<file path="config.mk">
export PLATFORM = sky130hd
export DESIGN_NAME = demux1to4_buf_n
export DESIGN_NICKNAME = d
export VERILOG_FILES = /design/src/rtl/demux1to4_buf_n_pkg.sv /design/src/rtl/demux1to4_buf_n_lane_slot.sv /design/src/rtl/demux1to4_buf_n.sv
export SDC_FILE = /design/constraint.sdc
export NUM_CORES = 1
export LEC_CHECK = 0
export ABC_AREA = 1
export CELL_PAD_IN_SITES_DETAIL_PLACEMENT = 1
export CELL_PAD_IN_SITES_GLOBAL_PLACEMENT = 2
export CORE_UTILIZATION = 26
export CTS_BUF_LIST = sky130_fd_sc_hd__clkbuf_8
export DETAILED_ROUTE_END_ITERATION = 16
export PLACE_DENSITY_LB_ADDON = 0.08
export RECOVER_POWER = 50
export REMOVE_ABC_BUFFERS = 1
export SYNTH_ARGS = -nofsm -noshare
export SYNTH_HDL_FRONTEND = slang
export SYNTH_SLANG_ARGS = --single-unit
export TNS_END_PERCENT = 5
</file>
<file path="constraint.sdc">
create_clock -name clk_i -period 1.78 [get_ports clk_i]
set_input_delay 0.267 -clock clk_i [delete_from_list [all_inputs] [get_ports clk_i]]
set_output_delay 0.267 -clock clk_i [all_outputs]
set_load 0.02 [all_outputs]
</file>
<file path="src/rtl/demux1to4_buf_n_pkg.sv">
// Shared datapath-library definitions: lane addressing for the 4-way
// selector and demultiplexer blocks.
package demux1to4_buf_n_pkg;

  localparam int ADDRESS = 2;
  localparam int LANES   = 2 ** ADDRESS;

  typedef logic [ADDRESS-1:0] lane_idx_t;

  // Round-robin successor; the natural 2-bit wrap gives 3 -> 0.
  function automatic lane_idx_t next_lane(input lane_idx_t cur);
    return cur + 1'b1;
  endfunction

endpackage

</file>
<file path="src/rtl/demux1to4_buf_n_lane_slot.sv">
// One-entry lane buffer: holds a word until its consumer takes it.
// A load in the same cycle as a drain replaces the word without a bubble.
module lane_slot_n #(
  parameter int n = 4
) (
  input  logic         clk_i,
  input  logic         rst_i,
  input  logic         load,
  input  logic         drain,
  input  logic [n-1:0] din,
  output logic [n-1:0] dout,
  output logic         full
);

  // Data register and full flag; data holds its last value after a drain.
  always_ff @(posedge clk_i or posedge rst_i) begin
    if (rst_i) begin
      dout <= '0;
      full <= 1'b0;
    end else if (load) begin
      dout <= din;
      full <= 1'b1;
    end else if (drain) begin
      full <= 1'b0;
    end
  end

endmodule

</file>
<file path="src/rtl/demux1to4_buf_n.sv">
// Registered 1-to-4 demultiplexer with per-lane one-entry buffers.
// The destination is an explicit select or a round-robin pointer that
// never skips a full lane, so auto mode preserves strict lane ordering.
module demux1to4_buf_n
  import demux1to4_buf_n_pkg::*;
#(
  parameter int n       = 4,
  parameter int address = ADDRESS
) (
  input  logic               clk_i,
  input  logic               rst_i,
  input  logic [n-1:0]       data_i,
  input  logic [address-1:0] sel_i,
  input  logic               auto_i,
  input  logic               valid_i,
  output logic               ready_o,
  output logic [n-1:0]       data_o [0:LANES-1],
  output logic [LANES-1:0]   valid_o,
  input  logic [LANES-1:0]   ready_i,
  output lane_idx_t          lane_o
);

  lane_idx_t        dest;
  lane_idx_t        lane_reg;
  lane_idx_t        lane_next;
  logic             accept;
  logic [LANES-1:0] load;
  logic [LANES-1:0] drain;

  // Destination lane: pointer in auto mode, otherwise the explicit select.
  always_comb begin
    dest = auto_i ? lane_reg : sel_i;
  end

  // Ready only depends on the chosen lane having room (or emptying now).
  assign ready_o = !valid_o[dest] || ready_i[dest];
  assign accept  = valid_i && ready_o;

  genvar gi;
  generate
    for (gi = 0; gi < LANES; gi++) begin : g_lane
      assign load[gi]  = accept && (dest == lane_idx_t'(gi));
      assign drain[gi] = valid_o[gi] && ready_i[gi];

      lane_slot_n #(
        .n(n)
      ) u_slot (
        .clk_i (clk_i),
        .rst_i (rst_i),
        .load  (load[gi]),
        .drain (drain[gi]),
        .din   (data_i),
        .dout  (data_o[gi]),
        .full  (valid_o[gi])
      );
    end
  endgenerate

  // Pointer advances only on an accepted word while in auto mode.
  always_comb begin
    lane_next = lane_reg;
    if (accept && auto_i) begin
      lane_next = next_lane(lane_reg);
    end
  end

  // Round-robin pointer register; keeps its value across mode changes.
  always_ff @(posedge clk_i or posedge rst_i) begin
    if (rst_i) begin
      lane_reg <= '0;
    end else begin
      lane_reg <= lane_next;
    end
  end

  assign lane_o = lane_reg;

endmodule

</file>
### Word level (Yosys, flattened, before mapping)

Cells that the tools add are included.

| storage, ports and cells | value |
|---|---|
| bits in registers | 22 |
| output and inout port bits | 23 |
| logic and storage cells | 44 |
| input port bits | 14 |

| cells by class | value |
|---|---|
| equality and inequality tests | 3 |
| reductions and logical operators | 17 |
| order comparisons | 1 |
| multiplexer cells | 13 |
| $add $sub $neg | 1 |

Operator list:

| operator | number |
|---|---|
| $logic_and 1x1->1 | 10 |
| $mux 1 | 10 |
| $reduce_bool 2->1 | 4 |
| $bmux 1 s2 | 2 |
| $eq 2x2->1 const B | 2 |
| $lt 2x3->1 const B | 1 |
| $add 2x1->2 const B | 1 |
| $eq 2x1->1 const B | 1 |
| $logic_not 2->1 | 1 |
| $mux 2 | 1 |
| $logic_not 1->1 | 1 |
| $logic_or 1x1->1 | 1 |

### Depth between registers and ports, before layout

| logic depth | value |
|---|---|
| word-level depth | 8 |
| mapped depth | 12 |
| mapped depth without buffers | 11 |

### Cells and area by module

Synthesis repeated with hierarchy kept, for this count alone.

| unflattened totals | value |
|---|---|
| cells, all modules | 142 |
| area total of the unflattened synthesis | 1,052.3 um^2 |

By module, submodules not included:

| module | area an instance (um^2) | seq. area each (um^2) | cells each | instances |
|---|---|---|---|---|
| lane_slot_n | 188.9 | 125.1 | 22 | 4 |
| demux1to4_buf_n | 296.5 | 50.0 | 54 | 1 |

### Least setup slack after synthesis

No wires, ideal clock.

| timing | value |
|---|---|
| path type | flip-flop to output port |
| start point | reg lane_reg[0], in the netlist lane_o[0] |
| end point | out ready_o |
| slack | 0.340 ns |
| cell stages (with the launch flop) | 9 |
| arrival | 1.173 ns |
| buffers on the path | 1 |
| path through | dfrtp_1 inv_1 nand2_1 nand2_2 nand3_1 nand2_1 nor2_2 nand2_2 buf_6 |

| on the way | value |
|---|---|
| word-level cells in the longest chain between the ends | 5 |

RTL lines:

| item | RTL line | RTL |
|---|---|---|
| from (decl) | demux1to4_buf_n.sv:24 | `lane_idx_t lane_reg;` |
| from (signal assigned) | demux1to4_buf_n.sv:72 | `lane_reg <= lane_next;` |
| $mux 2 * | demux1to4_buf_n.sv:32 | `dest = auto_i ? lane_reg : sel_i;` |
| $bmux 1 s2 | demux1to4_buf_n.sv:36 | `assign ready_o = !valid_o[dest] \|\| ready_i[dest];` |
| $mux 1 (not written as such) | demux1to4_buf_n.sv:36 |  |
| $logic_not 1->1 | demux1to4_buf_n.sv:36 |  |
| $logic_or 1x1->1 * | demux1to4_buf_n.sv:36 |  |
| to (decl) | demux1to4_buf_n.sv:16 | `output logic ready_o,` |

Every way passes the cells marked *; elsewhere a longest branch is shown, timed or not. The select of a mux whose other input is x is not followed.

### Worst setup path after layout

| timing | value |
|---|---|
| start point | in sel_i[0] |
| end point | out ready_o |

| on the way | value |
|---|---|
| word-level cells in the longest chain between the ends | 5 |

RTL lines:

| item | RTL line | RTL |
|---|---|---|
| from (decl) | demux1to4_buf_n.sv:13 | `input logic [address-1:0] sel_i,` |
| $mux 2 * | demux1to4_buf_n.sv:32 |  |
| $bmux 1 s2 | demux1to4_buf_n.sv:36 |  |
| $mux 1 (not written as such) | demux1to4_buf_n.sv:36 |  |
| $logic_not 1->1 | demux1to4_buf_n.sv:36 |  |
| $logic_or 1x1->1 * | demux1to4_buf_n.sv:36 |  |

Marks and branches as above.

==> flow_summary.ini <==
[status]
status = complete, no violations

[setup_path]
crit_arrival_ns = 1.46
required_ns = 1.51
endpoint_kind = output port
start_kind = input port
critPathKind = in2out
path_max_fanout = 5

[sta]
fin_crit_ns = 1.73
final-max-slew-violation-count = 0
setup_viol = 0
hold_viol = 0
skew_ns = 0.00279
maxSlewHeadroom = 0.160
finalCritPeriodShare = 0.973
tns_ns = 0
fmax_mhz = 578
setup_slack_ns = 0.0489
tightest_slew_ns = 1.26
rsz0062_at_grt = yes

[synthesis]
syn_area_um2 = 1100
netlist.area_leader.share = 0.500
ys_ff_latch = 22
ys.warnings.count = 0
synth_cell_types = 14
syn_inst = 138
avgSynthCellArea_um2 = 7.98
synth_top_area_cell = dfrtp_1
yosysSeqAreaShare = 0.500
synth_top_cells_by_area = dfrtp_1, nand2_1, nand4_1, nand3_1, inv_1

[route]
avgRoutedWirePerCell_um = 14.6
dr.pass1.iters = 4
drt_iter0_markers = 60
drc = 0
routed_wl_um = 3470
ant_nets = 0
viasPerCell = 4.73
num_vias = 1126

[grt]
grt_pass1_vias = 1201
met2_usage = 0.289
grt_use_total = 0.176
antenna_found_initial = 0
use_met3 = 0.0291
top_usage_layer = met2
met1_usage = 0.235
grt_pass1_wl_um = 5790
gr-total-overflow = 0
grt_max_degree = 25

[finish]
fillCellCount = 489
nets = 203
stdcell_count = 238
areaGrowthSynthToFinish_pct = 54.1
antenna_cells = 0
drive_gt1_frac = 0.186

[pwr]
leakagePower_nw = 0.849
p_per_area_nw_per_um2 = 1590
vdd_drop_max_mv = 0.563

[clock_tree]
clk_path_buf_depth = 2
clkSlewWorstSetupHoldPaths_ns = 0.09
cts_buffers = 3
cts_hold_buf = 0
cts_sinks = 22
root_buffer = clkbuf_8
cts_tree = done
htreeDepth = 1
clk_latency_ns = 0.27

[floorplanning]
die_y_um = 67.1
rows = 23
core_um2 = 4030
io_pins = 37
die_area_um2 = 4500
start_util = 0.273
die_x_um = 67.1

[run]
maxCapViolCount = 0

[placement]
dp_cells = 231
gp_congestion = 0.767
hpwl_um = 2520
dp_slack_ns = -0.533
port_buffers = 36

[worst_hold_path]
hold_path.class = reg2reg
critical path: stages:
cell             delay [ns]
clkdlybuf4s50_1        0.49
inv_1                  0.04
nand2_1                0.07
nand2_2                0.10
nand3_2                0.07
nand2_1                0.06
nor2_2                 0.12
nand2_2                0.08
buf_4                  0.16
per-stage QoR:
step,total power [mW],hold slack (ns),util,instance area [um^2]
6_report,2.70,0.468,0.421,1700
5_1_grt,2.91,0.507,0.421,1700
4_1_cts,2.69,0.347,0.407,1640
3_5_place_dp,2.30,0.457,0.394,1590
3_3_place_gp,2.27,0.457,0.394,1590
2_1_floorplan,1.52,0.256,-,1040
flip-flops by register name, summed over array words and instances (netlist names):
name / cells
g_lane.u_slot.dout: 16
g_lane.u_slot.full: 4
lane_o: 2
layout by cell type (no fill, tap or decap), types with 4 or more instances in the layout:
master            n
nand2_1          55
clkdlybuf4s50_1  28
dfrtp_1          22
nand4_1          18
buf_4            16
inv_1            10
dlygate4sd3_1     6
nand2_2           5
nand3_2           5
nand3_1           4
nor2_1            4
o21ai_0           4
clkbuf_8          4
cells in the mapped netlist (all sizes together):
cell type	count
o21ai	4
nand3	10
nand4	18
nor2	5
dfrtp	22
buf	8
nand2	60
inv	11
final cells by class:
cell class	count	area [um^2]	share of cell area
Clock buffer	4	55.1	0.0324
Inverter	11	41.3	0.0243
Multi-Input combinational cell	97	479	0.282
Sequential cell	22	551	0.324
Tap cell	50	62.6	0.0369
Timing Repair Buffer	54	508	0.299
worst paths after layout:
| path | from | to | slack, ns | depth (start not counted) |
|---|---|---|---|---|
| worst max-delay path | sel_i[0] | ready_o | 0.05 | 9 |
| worst min-delay path | g_lane[1].u_slot.dout[1] | g_lane[1].u_slot.dout[1] | 0.47 | 2 |
| worst max register to register | lane_o[1] | g_lane[2].u_slot.dout[1] | 0.18 | 11 |
| worst min register to register | g_lane[1].u_slot.dout[1] | g_lane[1].u_slot.dout[1] | 0.47 | 2 |
| max in group asynchronous | rst_i | lane_o[1] | 0.33 | 3 |
| min in group asynchronous | rst_i | g_lane[0].u_slot.dout[2] | 0.70 | 3 |
report_power, final:
| part | switching [mW] | total (mW) | leakage, nW | internal, mW |
|---|---|---|---|---|
| Combinational | 0.782 | 1.47 | 0.545 | 0.683 |
| Sequential | 0.136 | 0.860 | 0.275 | 0.723 |
| Clock | 0.179 | 0.376 | 0.0288 | 0.198 |
routing by layer:
layer,part of all wire,up-vias,wire (um)
li1,-,547,-
met1,0.47,549,1640
met2,0.48,28,1680
met3,0.036,2,125
met4,0.0061,0,21
met5,0,-,0
kinds of logic (layout without fill, tap and decap cells):
| kind of cell | Yosys count | after routing | share of synthesized area |
|---|---|---|---|
| simple gates | 93 | 93 | 0.388 |
| flops | 22 | 22 | 0.500 |
| buf+inv | 19 | 69 | 0.0943 |
| compound gates | 4 | 4 | 0.0182 |
timing repair:
action	CTS	global route
hold endpoints to repair	0	0
setup buffers	0	3
pin swaps	0	2
cloned	0	0
setup endpoints to repair	21	21
gates resized for setup	6	8
Note: power is estimated with default switching activity, not from simulation.
==> edit 1, RTL diff (same flow settings) <==
`n` is set to 4 in 2 places; all go to 5.
--- a/src/rtl/demux1to4_buf_n_lane_slot.sv
+++ b/src/rtl/demux1to4_buf_n_lane_slot.sv
@@ -2,5 +2,5 @@
 // A load in the same cycle as a drain replaces the word without a bubble.
 module lane_slot_n #(
-  parameter int n = 4
+  parameter int n = 5
 ) (
   input  logic         clk_i,
--- a/src/rtl/demux1to4_buf_n.sv
+++ b/src/rtl/demux1to4_buf_n.sv
@@ -5,5 +5,5 @@
   import demux1to4_buf_n_pkg::*;
 #(
-  parameter int n       = 4,
+  parameter int n       = 5,
   parameter int address = ADDRESS
 ) (
Interface: changed (resized data_i and data_o); port bits go from 37 to 42. No check against the original RTL was run, so the function may have changed too.
==> edit 1 against the original RTL <==
Total power is 12% higher. Non-clock buffer count is 4 higher. Clock skew is 0.0044 ns higher. Cell count is 16% higher. Sequential cell count is 4 higher. Cell area is 13% higher. Largest cell class unchanged. Via count is 9.0% higher. Count of clock-buffer cells in the layout stayed put. Critical path type unchanged. Global-route usage is 1.8 points lower. Wire length is 7.3% higher. Worst setup slack hardly changed. Area after synthesis is 15% higher.
==> edit 1: results (changes against the original RTL) <==
{| class="wikitable"
! Metric !! Value
|-
| Worst setup slack after layout || 0.0487 ns (-0.000147 ns)
|-
| Post-detail-place hpwl || 2.80 mm (+11%)
|-
| Detailed Route WL || 3.72 mm (+7.3%)
|-
| Worst reg2reg path startpoint || lane_o[0]
|-
| Wire length on met1 || 1.73 mm (+5.4%)
|-
| IO Port Bufs || 41 (+14%)
|-
| Filler Cell Count || 564 (+15%)
|-
| Switching power || 1.24 mW (+13%)
|-
| Total Nets Final || 224 (+10%)
|-
| Main area contributors after synthesis || sky130_fd_sc_hd__dfrtp_1 (51%), sky130_fd_sc_hd__nand2_1 (19%), sky130_fd_sc_hd__nand4_1 (11%), sky130_fd_sc_hd__nand3_2 (3.2%), sky130_fd_sc_hd__inv_1 (3.0%)
|-
| Start point of the worst hold path || g_lane[3].u_slot.dout[1]
|-
| Result of the run || completed
|-
| Via count of the first global-routing pass || 1269 (+5.7%)
|-
| Fin Clk Skew || 0.00719 ns (+0.00440 ns)
|-
| Compound-Gate Fraction of Synth Area || 1.58% (-0.24 points)
|-
| Post-Place Setup Slack || -0.524 ns (+0.00846 ns)
|-
| Worst ir drop on vdd || 0.512 mV (-8.9%)
|-
| Fraction of layout cells with a size suffix above 1 || 16.3% (-2.3 points)
|-
| Global routing usage on met1 || 21.0% (-2.6 points)
|-
| Routed vias || 1227 (+9.0%)
|-
| Initial detailed-routing violation count || 52 (-13%)
|-
| Start point of the critical path || sel_i[1]
|-
| Terminating pin of the worst hold path || g_lane[3].u_slot.dout[1]
|-
| Number of cells produced by synthesis || 156 (+13%)
|-
| Crit Reg-Reg Endpoint || g_lane[0].u_slot.dout[1]
|-
| Largest register FFs || 20 (+4)
|-
| Placer congestion estimate || 0.760 (-0.87%)
|-
| Final standard cell count with taps included and fillers excluded || 275 (+16%)
|-
| Global-route wire length before repair || 6.27 mm (+8.3%)
|-
| Met2 GRT Util || 26.5% (-2.4 points)
|-
| Cell total after placement || 271 (+17%)
|-
| Global-route met3 utilization || 2.64% (-0.27 points)
|-
| Largest fanout of any net on the critical path || 4 (-1)
|-
| Routed wl met3 || 142 microns (+14%)
|}
-- edit 1: cell count changes after synthesis, sizes merged --
| cell | unedited run | this run |
|---|---|---|
| dfrtp | 22 | 26 |
| nand2 | 60 | 68 |
| nand4 | 18 | 22 |
| buf | 8 | 10 |
-- edit 1: cell type report --
type                       count  area (sq um)  share of cell area [%]
sequential                    26           651                    33.9
tap                           67          83.8                    4.36
inverter                      11          41.3                    2.15
timing repair buffer          58           563                    29.3
clock buffer                   4          55.1                    2.87
multi-input combinational    109           527                    27.4
-- edit 1: power groups by stage --
stage / combinational [mW] / clock, mW / sequential, mW
after floorplan: 0.435 / 0 / 1.35
after global placement: 1.64 / 0 / 1.02
after detailed placement: 1.66 / 0 / 1.03
after CTS: 1.67 / 0.404 / 1.02
after global routing: 1.77 / 0.433 / 1.05
final: 1.63 / 0.389 / 1.01
==> edit 2, RTL diff (same flow settings) <==
Made on the original files. Reset style: synchronous (`rst_i`), changed in 2 clocked blocks.
--- a/src/rtl/demux1to4_buf_n_lane_slot.sv
+++ b/src/rtl/demux1to4_buf_n_lane_slot.sv
@@ -14,5 +14,5 @@
 
   // Data register and full flag; data holds its last value after a drain.
-  always_ff @(posedge clk_i or posedge rst_i) begin
+  always_ff @(posedge clk_i) begin
     if (rst_i) begin
       dout <= '0;
--- a/src/rtl/demux1to4_buf_n.sv
+++ b/src/rtl/demux1to4_buf_n.sv
@@ -66,5 +66,5 @@
 
   // Round-robin pointer register; keeps its value across mode changes.
-  always_ff @(posedge clk_i or posedge rst_i) begin
+  always_ff @(posedge clk_i) begin
     if (rst_i) begin
       lane_reg <= '0;
Check against the original RTL: differs if rst_i is asserted again (counterexample within 4 cycles, from zero or initial values and one cycle with rst_i high); with rst_i held inactive, the same outputs for 10 cycles.
==> edit 2 against the original RTL <==
Area after synthesis up 14%. Critical path type unchanged. Register-to-register slack better by 0.03 ns. Sequential share of layout area down 7.8 points. Wire length up 0.26%. Critical path depth up 2. Count of clock-buffer cells in the layout unchanged. Worst setup slack better by 0.022 ns. First-iteration DRC count down 72%. Via count up 13%. Cell area up 5.4%. Synthesized cell count up 41%. Sequential cell count unchanged.
Power is not compared: it rests on default switching activity, and its combinational part moved more than twofold at a synthesized area within 25%.
==> edit 2: results (changes against the original RTL) <==
{| class="wikitable"
! Metric !! Value
|-
| Start point of the critical path || auto_i
|-
| Main area contributors after synthesis || sky130_fd_sc_hd__dfxtp_1 (35%), sky130_fd_sc_hd__nand2_1 (16%), sky130_fd_sc_hd__inv_1 (14%), sky130_fd_sc_hd__nand4_1 (8.5%), sky130_fd_sc_hd__nor2_1 (5.4%)
|-
| Endpoint arrival time on the critical path || 1.44 ns (-0.02 ns)
|-
| Crit Reg-Reg Endpoint || g_lane[3].u_slot.dout[1]
|-
| Largest stage delay, worst path || 0.36 ns (-0.13 ns)
|-
| Average wire per cell in the routed design || 12.1 microns (-17%)
|-
| Final standard cell count with taps included and fillers excluded || 288 (+21%)
|-
| Cell total after placement || 283 (+23%)
|-
| Placer congestion estimate || 0.745 (-2.9%)
|-
| Via count of the first global-routing pass || 1307 (+8.8%)
|-
| Fraction of layout cells with a size suffix above 1 || 14.4% (-4.2 points)
|-
| Flop-to-flop setup slack || 0.21 ns (+0.03 ns)
|-
| Worst reg-to-reg path cell count || 13 (+2)
|-
| Initial detailed-routing violation count || 17 (-72%)
|-
| Compound-Gate Fraction of Synth Area || 2.69% (+0.87 points)
|-
| Commonest cells post-synth || sky130_fd_sc_hd__nand2_1 (54), sky130_fd_sc_hd__inv_1 (46), sky130_fd_sc_hd__dfxtp_1 (22)
|-
| Slowest CP cell || sky130_fd_sc_hd__dlygate4sd2_1
|-
| Synth cell types || 21 (+7)
|-
| Global-route wire length before repair || 5.84 mm (+0.95%)
|-
| Post-Place Cell Area || 1700 sq um (+7.2%)
|-
| Fin Clk Skew || 0.00502 ns (+0.00224 ns)
|-
| Post-Place Setup Slack || -0.554 ns (-0.0209 ns)
|-
| Largest net degree at the start of global routing || 24 (-4.0%)
|-
| Post-detail-place hpwl || 2.70 mm (+7.0%)
|-
| Via-to-Cell Ratio || 4.42 (-6.6%)
|-
| Worst reg2reg path startpoint || lane_o[0]
|-
| Post-Route Hold Slack || 0.490 ns (+0.0219 ns)
|-
| Number of cells produced by synthesis || 194 (+41%)
|-
| Total Nets Final || 251 (+24%)
|-
| Result of the run || completed
|}
==> edit 2: cell types whose count changed in the layout (fill, tap and decap cells not counted), sizes merged, moves of 3 or more <==
cell	unedited run	this run
buf	18	12
a21oi	0	5
dfrtp	22	0
nor2	5	19
o21ai	4	1
clkdlybuf4s50	28	17
dfxtp	0	22
dlygate4sd3	6	16
inv	11	50
==> edit 2: critical path: cells and delay by family <==
family                 cells  cell delay [ns]
AND/OR/NAND/NOR            7             0.53
buffers and inverters      4             0.64
==> edit 2: worst max-delay path by stage <==
| stage | end | slack (ns) |
|---|---|---|
| 6_report | ready_o | 0.07 |
| 5_1_grt | ready_o | -0.006 |
| 4_1_cts | g_lane[3].u_slot.dout[1] | 0.02 |
| 3_5_place_dp | ready_o | -0.55 |
| 3_3_place_gp | ready_o | -0.50 |
| 2_1_floorplan | g_lane[0].u_slot.dout[0] | 0.31 |
==> edit 2: layer usage <==
layer | share of wire, % | up-vias | wire (microns) | track usage, %
met3 | 3.8 | 5 | 132 | 2.25
li1 | - | 658 | - | -
met5 | 0 | - | 0 | 0
met2 | 48 | 33 | 1660 | 26.0
met4 | 1.3 | 0 | 44 | 4.58
met1 | 47 | 577 | 1640 | 18.2
==> edit 2: kinds of logic (layout without fill, tap and decap cells) <==
| kind of cell | Yosys count | count (layout) |
|---|---|---|
| compound gates | 6 | 6 |
| buf+inv | 60 | 102 |
| flops | 22 | 22 |
| simple gates | 106 | 106 |
==> edit 2: final cells by class <==
type                       instances  area, sq um
fill                             574         2720
multi-input combinational        112          566
timing repair buffer              47          470
sequential                        22          440
inverter                          51          191
tap                               52         65.1
clock buffer                       4         55.1
==> edit 2: repair_timing <==
action	CTS	global route
buffers inserted	0	1
gates resized for setup	6	7
setup endpoints to repair	23	19
pin swaps	0	3
